<file path="src/rtl/rtc_rd_seq_pkg.sv">
// Shared RTC bus definitions: register address map, sequencer state encoding
// and default strobe timing, used by both the read and write paths.
package rtc_rd_seq_pkg;

  localparam int T_PULSE_DEF = 10;
  localparam int T_GAP_DEF   = 5;
  localparam int N_REGS      = 9;

  typedef enum logic [2:0] {
    IDLE     = 3'd0,
    ADDR     = 3'd1,
    ADDR_REL = 3'd2,
    DATA     = 3'd3,
    DATA_REL = 3'd4,
    DONE     = 3'd5
  } rd_state_e;

  // Bank index -> RTC register address (clock block, then timer block).
  function automatic logic [7:0] rtc_reg_addr(input logic [3:0] idx);
    logic [7:0] a;
    case (idx)
      4'd0:    a = 8'h21;
      4'd1:    a = 8'h22;
      4'd2:    a = 8'h23;
      4'd3:    a = 8'h24;
      4'd4:    a = 8'h25;
      4'd5:    a = 8'h26;
      4'd6:    a = 8'h41;
      4'd7:    a = 8'h42;
      4'd8:    a = 8'h43;
      default: a = 8'h00;
    endcase
    return a;
  endfunction

endpackage

</file>
<file path="src/rtl/rtc_phase_timer.sv">
// Down-counter timing each bus phase: loaded with (length-1) on phase entry,
// o_done is high on the final cycle of the phase.
module rtc_phase_timer #(
  parameter int W = 4
) (
  input  logic         clk,
  input  logic         rst,
  input  logic         i_load,
  input  logic [W-1:0] i_load_val,
  input  logic         i_count,
  output logic         o_done,
  output logic [W-1:0] o_cnt
);

  logic [W-1:0] r_cnt;

  always_ff @(posedge clk or posedge rst) begin
    if (rst) begin
      r_cnt <= '0;
    end else if (i_load) begin
      r_cnt <= i_load_val;
    end else if (i_count && (r_cnt != '0)) begin
      r_cnt <= r_cnt - 1'b1;
    end
  end

  assign o_done = (r_cnt == '0);
  assign o_cnt  = r_cnt;

endmodule

</file>
<file path="src/rtl/rtc_rd_seq.sv">
// Sweeps the nine RTC time/timer registers over the multiplexed bus into a
// local bank that the VGA stage reads combinationally.
module rtc_rd_seq
  import rtc_rd_seq_pkg::*;
#(
  parameter int T_PULSE = T_PULSE_DEF,
  parameter int T_GAP   = T_GAP_DEF
) (
  input  logic       clk,
  input  logic       rst,
  input  logic       en,
  output logic       CSR,
  output logic       RDR,
  output logic       WRR,
  output logic       ADR,
  output logic [7:0] ad_out,
  output logic       ad_oe,
  input  logic [7:0] ad_in,
  input  logic [3:0] vga_sel,
  output logic [7:0] vga_data,
  output logic       fin_rd,
  output logic [2:0] o_dbg_state
);

  localparam int T_MAX = (T_PULSE > T_GAP) ? T_PULSE : T_GAP;
  localparam int CW    = $clog2(T_MAX + 1);
  localparam logic [3:0] LAST_IDX = 4'(N_REGS - 1);

  rd_state_e  r_state;
  rd_state_e  w_nxt;
  logic [3:0] r_idx;
  logic [3:0] w_idx_nxt;
  logic [7:0] r_bank [N_REGS];

  logic          w_load;
  logic [CW-1:0] w_load_val;
  logic          w_done;
  logic [CW-1:0] w_cnt;

  logic       r_csr, r_rdr, r_wrr, r_adr, r_oe, r_fin;
  logic [7:0] r_ad_out;
  logic       w_csr, w_rdr, w_wrr, w_adr, w_oe, w_fin;
  logic [7:0] w_ad_out;
  logic [7:0] w_vga;

  rtc_phase_timer #(.W(CW)) u_timer (
    .clk        (clk),
    .rst        (rst),
    .i_load     (w_load),
    .i_load_val (w_load_val),
    .i_count    (1'b1),
    .o_done     (w_done),
    .o_cnt      (w_cnt)
  );

  always_ff @(posedge clk or posedge rst) begin
    if (rst) begin
      r_state <= IDLE;
      r_idx   <= '0;
    end else begin
      r_state <= w_nxt;
      r_idx   <= w_idx_nxt;
    end
  end

  // en is only sampled between transactions, so a started read always completes.
  always_comb begin
    w_nxt     = r_state;
    w_idx_nxt = r_idx;
    case (r_state)
      IDLE: begin
        w_idx_nxt = '0;
        if (en) w_nxt = ADDR;
      end
      ADDR:     if (w_done) w_nxt = ADDR_REL;
      ADDR_REL: if (w_done) w_nxt = DATA;
      DATA:     if (w_done) w_nxt = DATA_REL;
      DATA_REL: begin
        if (w_done) begin
          if (r_idx == LAST_IDX) begin
            w_nxt = DONE;
          end else if (!en) begin
            w_nxt     = IDLE;
            w_idx_nxt = '0;
          end else begin
            w_nxt     = ADDR;
            w_idx_nxt = r_idx + 4'd1;
          end
        end
      end
      // DONE doubles as the inter-sweep idle cycle, giving a 271-cycle period.
      DONE: begin
        w_idx_nxt = '0;
        w_nxt     = en ? ADDR : IDLE;
      end
      default: begin
        w_nxt     = IDLE;
        w_idx_nxt = '0;
      end
    endcase
  end

  always_comb begin
    w_load     = (w_nxt != r_state);
    w_load_val = '0;
    case (w_nxt)
      ADDR, DATA:         w_load_val = CW'(T_PULSE - 1);
      ADDR_REL, DATA_REL: w_load_val = CW'(T_GAP - 1);
      default:            w_load_val = '0;
    endcase
  end

  // Bus outputs are decoded from the next state and registered.
  always_comb begin
    w_csr    = 1'b1;
    w_rdr    = 1'b1;
    w_wrr    = 1'b1;
    w_adr    = 1'b1;
    w_oe     = 1'b0;
    w_fin    = 1'b0;
    w_ad_out = 8'h00;
    case (w_nxt)
      ADDR: begin
        w_csr    = 1'b0;
        w_wrr    = 1'b0;
        w_adr    = 1'b0;
        w_oe     = 1'b1;
        w_ad_out = rtc_reg_addr(w_idx_nxt);
      end
      ADDR_REL: begin
        w_adr    = 1'b0;
        w_oe     = 1'b1;
        w_ad_out = rtc_reg_addr(w_idx_nxt);
      end
      DATA: begin
        w_csr = 1'b0;
        w_rdr = 1'b0;
      end
      DONE:    w_fin = 1'b1;
      default: ;
    endcase
  end

  always_ff @(posedge clk or posedge rst) begin
    if (rst) begin
      r_csr    <= 1'b1;
      r_rdr    <= 1'b1;
      r_wrr    <= 1'b1;
      r_adr    <= 1'b1;
      r_oe     <= 1'b0;
      r_fin    <= 1'b0;
      r_ad_out <= 8'h00;
    end else begin
      r_csr    <= w_csr;
      r_rdr    <= w_rdr;
      r_wrr    <= w_wrr;
      r_adr    <= w_adr;
      r_oe     <= w_oe;
      r_fin    <= w_fin;
      r_ad_out <= w_ad_out;
    end
  end

  always_ff @(posedge clk or posedge rst) begin
    if (rst) begin
      for (int i = 0; i < N_REGS; i++) r_bank[i] <= 8'h00;
    end else if ((r_state == DATA) && w_done) begin
      for (int i = 0; i < N_REGS; i++) begin
        if (r_idx == 4'(i)) r_bank[i] <= ad_in;
      end
    end
  end

  always_comb begin
    w_vga = 8'h00;
    for (int i = 0; i < N_REGS; i++) begin
      if (vga_sel == 4'(i)) w_vga = r_bank[i];
    end
  end

  assign CSR         = r_csr;
  assign RDR         = r_rdr;
  assign WRR         = r_wrr;
  assign ADR         = r_adr;
  assign ad_oe       = r_oe;
  assign ad_out      = r_ad_out;
  assign fin_rd      = r_fin;
  assign vga_data    = w_vga;
  assign o_dbg_state = r_state;

endmodule

</file>
<file path="config.mk">
export PLATFORM = sky130hd
export DESIGN_NAME = rtc_rd_seq
export DESIGN_NICKNAME = d
export VERILOG_FILES = /design/src/rtl/rtc_rd_seq_pkg.sv /design/src/rtl/rtc_phase_timer.sv /design/src/rtl/rtc_rd_seq.sv
export SDC_FILE = /design/constraint.sdc
export NUM_CORES = 1
export LEC_CHECK = 0
export ABC_AREA = 1
export CAP_MARGIN = 10
export CORE_ASPECT_RATIO = 0.7
export CORE_MARGIN = 2
export CORE_UTILIZATION = 30
export CTS_BUF_LIST = sky130_fd_sc_hd__clkbuf_4 sky130_fd_sc_hd__clkbuf_8
export DETAILED_ROUTE_END_ITERATION = 8
export DONT_BUFFER_PORTS = 1
export REMOVE_ABC_BUFFERS = 1
export SYNTH_ARGS = -nofsm -noshare
export SYNTH_HDL_FRONTEND = slang
export SYNTH_SLANG_ARGS = --single-unit
</file>
<file path="constraint.sdc">
create_clock -name clk -period 6.6 [get_ports clk]
set_input_delay 1.32 -clock clk [delete_from_list [all_inputs] [get_ports clk]]
set_output_delay 1.32 -clock clk [all_outputs]
set_load 0.01 [all_outputs]
</file>
==> results.yml <==
outcome:
  status: "finished clean"
floorplan:
  fp.dieH_um: 109
  io_pins: 40
  die_w_um: 154
  die-area_mm2: 0.0168
  num_rows: 38
  core_area_mm2: 0.0155
  start_util: 0.306
placement:
  place_ws_ns: 2.31
  gp_congestion: 0.809
  postPlaceCellArea_mm2: 0.00487
  port_buffers: 0
  dp_hpwl_um: 7350
sta:
  fmax_mhz: 239
  layout_setup_ws_ns: 2.42
  worst_pin_slew_ns: 1.22
  final-hold-violation-count: 0
  rsz0062_at_grt: "false"
  slew_headroom: 0.184
  min_period_over_period: 0.633
  tns_ns: 0
  slew_violations: 0
  finalSetupViolations: 0
  period_needed_ns: 4.18
  skew_ns: 0.0134
critical_path:
  reg2regPathDepth: 13
  cp.arrival_ns: 2.86
  cp_max_fo: 16
  worstReg2RegStart: "r_idx[1]$_DFF_PP0_"
  cp-end-kind: "output pin"
  worstPathRequired_ns: 5.28
  crit_type: "primary input to output pin"
  critPathMaxStageDelay_ns: 0.93
  slowest_stage: "nor3_2"
  reg2reg_slack_ns: 4.24
  critPathLaunch: "vga_sel[3]"
  cpMostUsedCell: "nand2_1"
  path_cells: "inv_1 > nand2_1 > nor3_2 > a21oi_1 > nand4_1 > nand2_1 > nand2_1"
  cp-start-kind: "primary input"
grt:
  use_met3: 0.0314
  grt_pass1_vias: 3477
  grt.busiest_layer: "met2"
  grt_use_total: 0.137
  antenna_found_initial: 0
  met1_usage: 0.181
  grt_first_pass_wirelength_um: 17900
  grt_overflow_total: 0
  grt_max_degree: 75
  grtUsageMet2: 0.219
layout:
  drive_gt1_frac: 0.135
  nNetsFinal: 575
  final_common_cell: "nand2_1"
  syn2layout_area_growth_pct: 6.78
  antenna_cells: 0
  final_cell_mix: "nand2_1, dfrtp_1, o21ai_1"
  fin_util: 0.326
  stdcell_area_mm2: 0.00504
clock_network:
  clk_latency_ns: 0.37
  clk_path_buf_depth: 2
  cts_hold_buf: 0
  clock-sinks: 94
  cts_resized: 0
  htreeDepth: 3
  cts_setup_buffers: 0
  cts_tree: "built"
  cts_made_buffers: 9
  cts_root_buffer: "clkbuf_8"
  clkTransAtPathRegs_ns: 0.08
detailed_routing:
  vias: 3583
  drt_iter0_drc: 314
  drt-total-wl_um: 10800
  viasPerCell: 4.73
  wire_per_inst_um: 14.3
  drt_pass1_iterations: 5
  ant_nets: 0
  drc: 0
power_and_ir_drop:
  p_clk_frac: 0.227
  power_density_mw_per_mm2: 300
  combPwrFrac: 0.279
  p_int_mw: 0.955
  switching_share: 0.370
  power_frac_seq: 0.493
  p_leak_nw: 2.56
  peakVddDrop_mv: 0.108
  p_switching_mw: 0.560
synthesis:
  syn_avg_cell_area_um2: 8.59
  synth.distinct_cells: 33
  netlist_area_mm2: 0.00472
  synth.ff_latch_count: 94
  syn_inst: 550
  yosysSeqAreaShare: 0.499
  yosysWarnings: 0
worst_hold_path:
  hp-class: "flop to flop"
  hold_depth: 2
  min-delay-start: "r_bank[2]$_DFFE_PP0P_"
job:
  max_cap_viol_count: 0
==> state kept, by name, indices dropped and copies added (netlist names) <==
name and cells:
r_bank 72, fin_rd 1, ADR 1, WRR 1, u_timer.o_cnt 4, ad_oe 1
ad_out 5, o_dbg_state 3, CSR 1, r_idx 4, RDR 1
==> cell usage after synthesis, drive strengths merged <==
library cell    n  share of area
nor2           38          0.035
nor3            5         0.0064
clkinv          2         0.0026
dfstp           4          0.022
nand4          18          0.049
xor2            2         0.0037
nand3          36          0.044
conb            1        0.00079
buf            14          0.028
or2             1         0.0013
nand3b          2         0.0032
dfrtp          90           0.48
o21ai          76          0.092
a21oi          14          0.015
inv            55          0.045
a31oi           1         0.0013
nand2         184           0.15
ha              7          0.019
==> power groups by stage <==
stage               registers (mW)  clock network (mW)  logic [mW]
floorplan                    0.745                   0       0.351
global placement             0.758                   0       0.416
detailed placement           0.758                   0       0.426
CTS                          0.748               0.361       0.429
global route                 0.757               0.383       0.491
finish                       0.747               0.345       0.423
==> cell type report <==
cell class              count  area [µm²]
well taps                 200         250
multi-input cells         387        2010
inverters                  57         229
repair buffers              4        27.5
fillers                  1572       10400
clock buffers              10         131
clock inverters             5        35.0
flip-flops and latches     94        2360
==> worst paths after layout <==
path / end
max: vga_data[1]
min: r_bank[2]$_DFFE_PP0P_
max reg2reg: ad_out[1]$_DFF_PP0_
min reg2reg: r_bank[2]$_DFFE_PP0P_
max in group asynchronous: r_bank[31]$_DFFE_PP0P_
min in group asynchronous: u_timer.o_cnt[0]$_DFFE_PP0P_
==> layer usage <==
metal / part of all wire / vias up
met3: 0.043 / 13
met1: 0.47 / 1714
li1: - / 1785
met5: 0 / -
met2: 0.47 / 71
met4: 0.016 / 0
==> kinds of logic (layout without fill, tap and decap cells) <==
logic type / after synthesis / in the layout / synth area share
simple gates: 284 / 284 / 0.293
flops: 94 / 94 / 0.499
compound gates: 91 / 91 / 0.109
buf+inv: 71 / 76 / 0.0763
fa+ha+maj: 7 / 7 / 0.0185
xor+xnor: 2 / 2 / 0.00371
other cells: 1 / 3 / 0.000794
==> metrics by stage <==
step / instances / hold WS [ns] / power, mW
floorplan: 538 / 0.453 / 1.10
global placement: 740 / 0.465 / 1.17
detailed placement: 741 / 0.470 / 1.18
CTS: 756 / 0.493 / 1.54
global route: 757 / 0.519 / 1.63
finish: 757 / 0.493 / 1.52
==> worst max-delay path: cells and delay by family <==
kind | cells | cell delay (ns)
AND/OR/NAND/NOR | 5 | 1.40
AO/OA/AOI/OAI | 1 | 0.07
buffers and inverters | 1 | 0.06
Note: power is estimated with default switching activity, not from simulation.
